<file path="src/rtl/multicycle_rv_core.sv">
// Multicycle reduced RV32I core: FETCH/DECODE/EXEC/WB around one shared ALU, with handshake fetch.
// Optional cycle/instret counters are enabled by defining RV_PERF_CNT_EN.
module multicycle_rv_core #(
    parameter int unsigned XLEN     = 32,
    parameter int unsigned PC_WIDTH = 32,
    parameter int unsigned NREGS    = 32,
    parameter logic [PC_WIDTH-1:0] RESET_PC = '0
) (
    input  logic                clk,
    input  logic                rst,
    output logic                instr_req,
    output logic [PC_WIDTH-1:0] instr_addr,
    input  logic                instr_valid,
    input  logic [31:0]         instr_rdata,
    output logic                halted,
    output logic                retire,
    output logic [XLEN-1:0]     a0
`ifdef RV_PERF_CNT_EN
    ,
    output logic [63:0]         cycle_cnt,
    output logic [63:0]         instret_cnt
`endif
);

    localparam int unsigned RW = $clog2(NREGS);
    localparam logic [5:0]  NREG6 = 6'(NREGS);

    localparam logic [2:0] S_FETCH  = 3'd0;
    localparam logic [2:0] S_DECODE = 3'd1;
    localparam logic [2:0] S_EXEC   = 3'd2;
    localparam logic [2:0] S_WB     = 3'd3;
    localparam logic [2:0] S_HALT   = 3'd4;

    logic [2:0]          r_state, w_state_nx;
    logic                r_req, r_halted, r_retire, r_take;
    logic [PC_WIDTH-1:0] r_pc;
    logic [31:0]         r_ir, r_imm;
    logic [XLEN-1:0]     r_a, r_b, r_res;
    logic [XLEN-1:0]     r_regs [NREGS];

    logic [6:0]  w_op, w_f7;
    logic [2:0]  w_f3;
    logic [4:0]  w_rd, w_rs1, w_rs2;
    logic        w_is_addi, w_is_rr, w_is_lui, w_is_br, w_writes, w_bad_idx, w_illegal;
    logic [31:0] w_imm;
    logic [XLEN-1:0] w_alu;

    assign w_op  = r_ir[6:0];
    assign w_rd  = r_ir[11:7];
    assign w_f3  = r_ir[14:12];
    assign w_rs1 = r_ir[19:15];
    assign w_rs2 = r_ir[24:20];
    assign w_f7  = r_ir[31:25];

    assign w_is_addi = (w_op == 7'b0010011) && (w_f3 == 3'b000);
    assign w_is_rr   = (w_op == 7'b0110011) && (w_f3 == 3'b000) &&
                       ((w_f7 == 7'b0000000) || (w_f7 == 7'b0100000));
    assign w_is_lui  = (w_op == 7'b0110111);
    assign w_is_br   = (w_op == 7'b1100011) && ((w_f3 == 3'b000) || (w_f3 == 3'b001));
    assign w_writes  = w_is_addi || w_is_rr || w_is_lui;

    // Only fields the instruction actually uses are range-checked against NREGS.
    assign w_bad_idx = ((w_is_addi || w_is_rr || w_is_br) && ({1'b0, w_rs1} >= NREG6)) ||
                       ((w_is_rr || w_is_br) && ({1'b0, w_rs2} >= NREG6)) ||
                       (w_writes && ({1'b0, w_rd} >= NREG6));
    assign w_illegal = !(w_writes || w_is_br) || w_bad_idx;

    always_comb begin
        w_imm = {{20{r_ir[31]}}, r_ir[31:20]};
        if (w_is_br) begin
            w_imm = {{19{r_ir[31]}}, r_ir[31], r_ir[7], r_ir[30:25], r_ir[11:8], 1'b0};
        end else if (w_is_lui) begin
            w_imm = {r_ir[31:12], 12'b0};
        end
    end

    always_comb begin
        w_alu = r_a + XLEN'($signed(r_imm));
        if (w_is_rr) begin
            w_alu = r_ir[30] ? (r_a - r_b) : (r_a + r_b);
        end else if (w_is_lui) begin
            w_alu = XLEN'($signed(r_imm));
        end
    end

    always_comb begin
        w_state_nx = r_state;
        case (r_state)
            S_FETCH:  if (r_req && instr_valid) w_state_nx = S_DECODE;
            S_DECODE: w_state_nx = w_illegal ? S_HALT : S_EXEC;
            S_EXEC:   w_state_nx = S_WB;
            S_WB:     w_state_nx = S_FETCH;
            S_HALT:   w_state_nx = S_HALT;
            default:  w_state_nx = S_HALT;
        endcase
    end

    always_ff @(posedge clk or negedge rst) begin
        if (!rst) r_state <= S_FETCH;
        else      r_state <= w_state_nx;
    end

    // Control outputs are registered from the next state so they line up with the state they describe.
    always_ff @(posedge clk or negedge rst) begin
        if (!rst) begin
            r_req    <= 1'b0;
            r_retire <= 1'b0;
            r_halted <= 1'b0;
        end else begin
            r_req    <= (w_state_nx == S_FETCH);
            r_retire <= (w_state_nx == S_WB);
            r_halted <= r_halted || (w_state_nx == S_HALT);
        end
    end

    always_ff @(posedge clk or negedge rst) begin
        if (!rst) begin
            r_pc   <= RESET_PC;
            r_ir   <= '0;
            r_imm  <= '0;
            r_a    <= '0;
            r_b    <= '0;
            r_res  <= '0;
            r_take <= 1'b0;
            for (int i = 0; i < NREGS; i++) r_regs[i] <= '0;
        end else begin
            case (r_state)
                S_FETCH: if (r_req && instr_valid) r_ir <= instr_rdata;
                S_DECODE: begin
                    r_a   <= r_regs[w_rs1[RW-1:0]];
                    r_b   <= r_regs[w_rs2[RW-1:0]];
                    r_imm <= w_imm;
                end
                S_EXEC: begin
                    r_res  <= w_alu;
                    r_take <= w_is_br && ((r_a == r_b) != w_f3[0]);
                end
                S_WB: begin
                    if (w_writes && (w_rd != 5'd0)) r_regs[w_rd[RW-1:0]] <= r_res;
                    r_pc <= r_take ? (r_pc + PC_WIDTH'($signed(r_imm))) : (r_pc + PC_WIDTH'(4));
                end
                default: ;
            endcase
        end
    end

    assign instr_req  = r_req;
    assign instr_addr = r_pc;
    assign halted     = r_halted;
    assign retire     = r_retire;
    assign a0         = r_regs[10];

`ifdef RV_PERF_CNT_EN
    logic [63:0] r_cycle, r_instret;

    always_ff @(posedge clk or negedge rst) begin
        if (!rst) begin
            r_cycle   <= '0;
            r_instret <= '0;
        end else if (!r_halted) begin
            r_cycle <= r_cycle + 64'd1;
            if (r_retire) r_instret <= r_instret + 64'd1;
        end
    end

    assign cycle_cnt   = r_cycle;
    assign instret_cnt = r_instret;
`endif

endmodule

</file>
<file path="config.mk">
export PLATFORM = sky130hd
export DESIGN_NAME = multicycle_rv_core
export DESIGN_NICKNAME = d
export VERILOG_FILES = /design/src/rtl/multicycle_rv_core.sv
export SDC_FILE = /design/constraint.sdc
export NUM_CORES = 2
export LEC_CHECK = 0
export CORE_UTILIZATION = 45
export CTS_BUF_LIST = sky130_fd_sc_hd__clkbuf_8
export CTS_CLUSTER_SIZE = 25
export DETAILED_ROUTE_END_ITERATION = 8
export PLACE_DENSITY = 0.61
export SYNTH_ARGS = -nofsm -noshare
export SYNTH_HDL_FRONTEND = slang
export SYNTH_SLANG_ARGS = --single-unit
</file>
<file path="constraint.sdc">
create_clock -name clk -period 4.2 [get_ports clk]
set_input_delay 0.84 -clock clk [delete_from_list [all_inputs] [get_ports clk]]
set_output_delay 0.84 -clock clk [all_outputs]
set_load 0.02 [all_outputs]
</file>
==> metrics <==
placed cells=~6900; die area=156300 um^2; Post-CTS Repair Setup Buffers=0; delay-heaviest family, CP=compound AO/OA/AOI/OAI gates; status=complete, no violations; Post-Synth Simple-Gate Area=0.04720; most frequent CP cell=nand3_1; post-synthesis adder-cell area fraction=0.02362; Synth Instances=5084; largest family of logic cells by synthesized area=multiplexers; Area growth, synth to finish=11.04%; Clock Root Buffer=clkbuf_8; Starting Density=0.4556; Rows=143; syn_nets=5248; final hold vios=0; CTS tree=yes; DP HPWL=roughly 140 mm; Worst Path Required=5.03 ns; r2r setup slk=0.21 ns; vias post-DR=45955; wire per inst=about 30 um; Synth Area in Compound Gates=0.05830; crit path max-delay cell type=a2111oi_1; RSZ-0062 raised after global routing=no; DR DRC count=0; Post-synth EDFFs=0; largest net degree at the start of global routing=125; clk slew on worst S/H paths=0.06 ns; ys flop type=dfrtp_1; DP Worst Slack=0.1893 ns; number of synthesis warnings=0; Synth area leader=dfrtp_1; final setup fails=0; fmax=250.7 MHz; RR Endpoint=r_res[30]$_DFFE_PN0N_; Port Buffer Count=101; Worst slew margin=0.1847; library cells used by synthesis=90; post-route setup slack=0.2113 ns; leakage=around 35 nW; CP endpoint kind=register; async set-reset flop share out of synthesis=1.000; Synth Register Bits=between 1000 and 1500; xor and xnor fraction of the mapped netlist area=0.009058; share of layout cells above drive strength 1=0.4212; NumNets Final=5233; Iter 0 DRT Violations=about 4200; core box area=between 150000 and 200000 um^2; Max Cap Viol=0; min Tclk post-route=3.989 ns; HP Class=register to register; Final Non-Filler Cells=about 7300; ranking of synthesized cells by area=dfrtp_1 (44%), mux4_2 (21%), mux2_2 (16%), ha_1 (2.2%), clkbuf_1 (1.7%); TNS Setup=0 ns; Seq/Total Area, Yosys=0.4396; Crit path depth=10; Vias/cell=between 6 and 7; first-pass GRT wire length=322.1 mm; Final Cycle Share=0.9497; drt pass-1 iters=6; CP peak stage delay=a little over 0.6 ns; vias in the first global route=46870; Clock Skews=between 0.04 and 0.05 ns; DIE WIDTH=between 300 and 400 um; pwr dens=429.1 nW/um^2; Mapped Avg Cell Area=between 10 and 15 um^2; CTS sink cnt=1223; CP Class=register to register; Post-DRT Antenna Nets=0; Worst Setup EP=r_res[30]$_DFFE_PN0N_; crit path from=r_a[13]$_DFFE_PN0P_; crit path launch type=register; # H-tree levels=4; initial antenna violation count=2; Post-Route WL=214.0 mm; worst IR drop on VDD=0.3934 mV; final max-slew violation count=0; grt ovf=0; worst path cell trace=ha_1, nor2b_1, a2111oi_1, o311ai_0, o2111ai_1, nand3_1, a211oi_1, nor4_1, a2111oi_0, nand3_1; TritonCTS Buffers=204; clk buf depth=3; Worst-Skew Late Latency=0.98 ns; CP max FO=11; CP Data Arrival Time=~4.8 ns; Mapped Area=69620 um^2; Worst-Margin Slew=1.223 ns; R2R Path Start=r_a[13]$_DFFE_PN0P_; io pins=between 100 and 150; Synth top area share=0.4396; GPL Wtd Cong=just under 1; Synth top cells by count=dfrtp_1 (1223), mux2_2 (990), mux4_2 (640); Chip Height=395.3 um; dominant cell by count in the synthesized netlist=dfrtp_1; gr usage total=0.2773; mux contribution to synthesized area=0.3844; worst-case reg-to-reg path depth=10; worst path buffer plus inverter count=0
[state kept, by name, indices dropped and copies added, names as in the netlist, 3 cells and up]
register    flops
a0             32
instr_addr     32
r_a            32
r_b            32
r_imm          32
r_ir           32
r_regs        992
r_res          32
r_state         3
[per-stage QoR]
| stage | hold WS (ns) | total power [mW] | instance area [um^2] | util |
|---|---|---|---|---|
| finish | 0.3913 | 33.17 | 77300 | 0.5059 |
| global route | 0.4076 | 34.48 | 77300 | 0.5059 |
| CTS | 0.3970 | 33.45 | 77300 | 0.5059 |
| detailed placement | 0.3828 | 22.62 | 73100 | 0.4784 |
| global placement | 0.3764 | 22.64 | 73100 | 0.4784 |
| floorplan | 0.4413 | 18.89 | 69620 | - |
[worst register-to-register path: cells and delay by family, from the launching register on]
kind	cells	cell delay [ns]
AO/OA/AOI/OAI	5	2.29
adder cells (fa/ha/maj)	1	0.54
flip-flops	1	0.43
AND/OR/NAND/NOR	4	0.62
[cells by family after synthesis]
kind of cell / count (synthesis)
XOR/XNOR: 72
multiplexers: 1745
adder cells (fa/ha/maj): 129
AND/OR/NAND/NOR: 666
AO/OA/AOI/OAI: 655
buffers and inverters: 594
flip-flops: 1223
[where the power goes]
| group | total, mW | switching [mW] | internal (mW) | leakage (nW) |
|---|---|---|---|---|
| clock network | 10.8 | 5.07 | 5.73 | 2.45 |
| logic | 9.22 | 5.33 | 3.89 | 15.9 |
| registers | 13.2 | 1.09 | 12.1 | 17.0 |
| total | 33.2 | 11.5 | 21.7 | 35.3 |
[layout by cell type, fill, tap and decap left out, types with 20 or more instances in the layout]
master / synthesis / layout
dfrtp_1: 1223 / 1211
mux2_2: 990 / 990
mux4_2: 640 / 640
clkbuf_8: 0 / 266
nand2_1: 253 / 242
o21ai_0: 214 / 214
a21oi_1: 169 / 169
inv_1: 82 / 155
buf_4: 69 / 135
ha_1: 125 / 125
nor2_1: 115 / 115
clkdlybuf4s50_1: 0 / 100
mux2i_1: 78 / 78
nand3_1: 58 / 56
buf_12: 0 / 54
xnor2_1: 49 / 49
a21o_1: 48 / 48
nor3_1: 45 / 44
a211oi_1: 37 / 37
mux2_1: 37 / 37
clkinv_2: 0 / 24
and3_1: 23 / 23
xor2_1: 23 / 23
a31oi_1: 22 / 22
o211ai_1: 20 / 20
[cell type report]
class                      count  area (um^2)
timing repair buffer         290         3105
inverter                      83        311.5
antenna                        1        2.502
multi-input combinational   3267        36520
fill                       13092        75490
sequential                  1223        30640
tap                         2030         2540
clock buffer                 266         3661
clock inverter               108        526.8
[how the worst min path moves through the flow]
stage,startpoint,to,slack [ns],cells past startpoint
after floorplan,r_regs[1000]$_DFFE_PN0P_,r_regs[1000]$_DFFE_PN0P_,0.44,1
after CTS,r_regs[1010]$_DFFE_PN0P_,r_regs[1010]$_DFFE_PN0P_,0.40,0
after global routing,r_regs[999]$_DFFE_PN0P_,r_regs[999]$_DFFE_PN0P_,0.41,0
after detailed placement,r_regs[1009]$_DFFE_PN0P_,r_regs[1009]$_DFFE_PN0P_,0.38,0
final,r_regs[1010]$_DFFE_PN0P_,r_regs[1010]$_DFFE_PN0P_,0.39,0
after global placement,r_regs[1008]$_DFFE_PN0P_,r_regs[1008]$_DFFE_PN0P_,0.38,0
[layer usage]
metal  global-route usage  wire (um)  vias up
met3              0.05466      15320      314
met4              0.08970       6435        0
met2               0.4247      98920     1629
li1                     -          -    19393
met1               0.3971      93290    24619
met5                    0          0        -
[what timing repair did]
action | in CTS | in global routing
hold buffers | 1 | 0
hold endpoints to repair | 58 | 0
gates resized for setup | 0 | 1
endpoints found under the setup margin | 0 | 2
(Power assumes the default switching activity.)
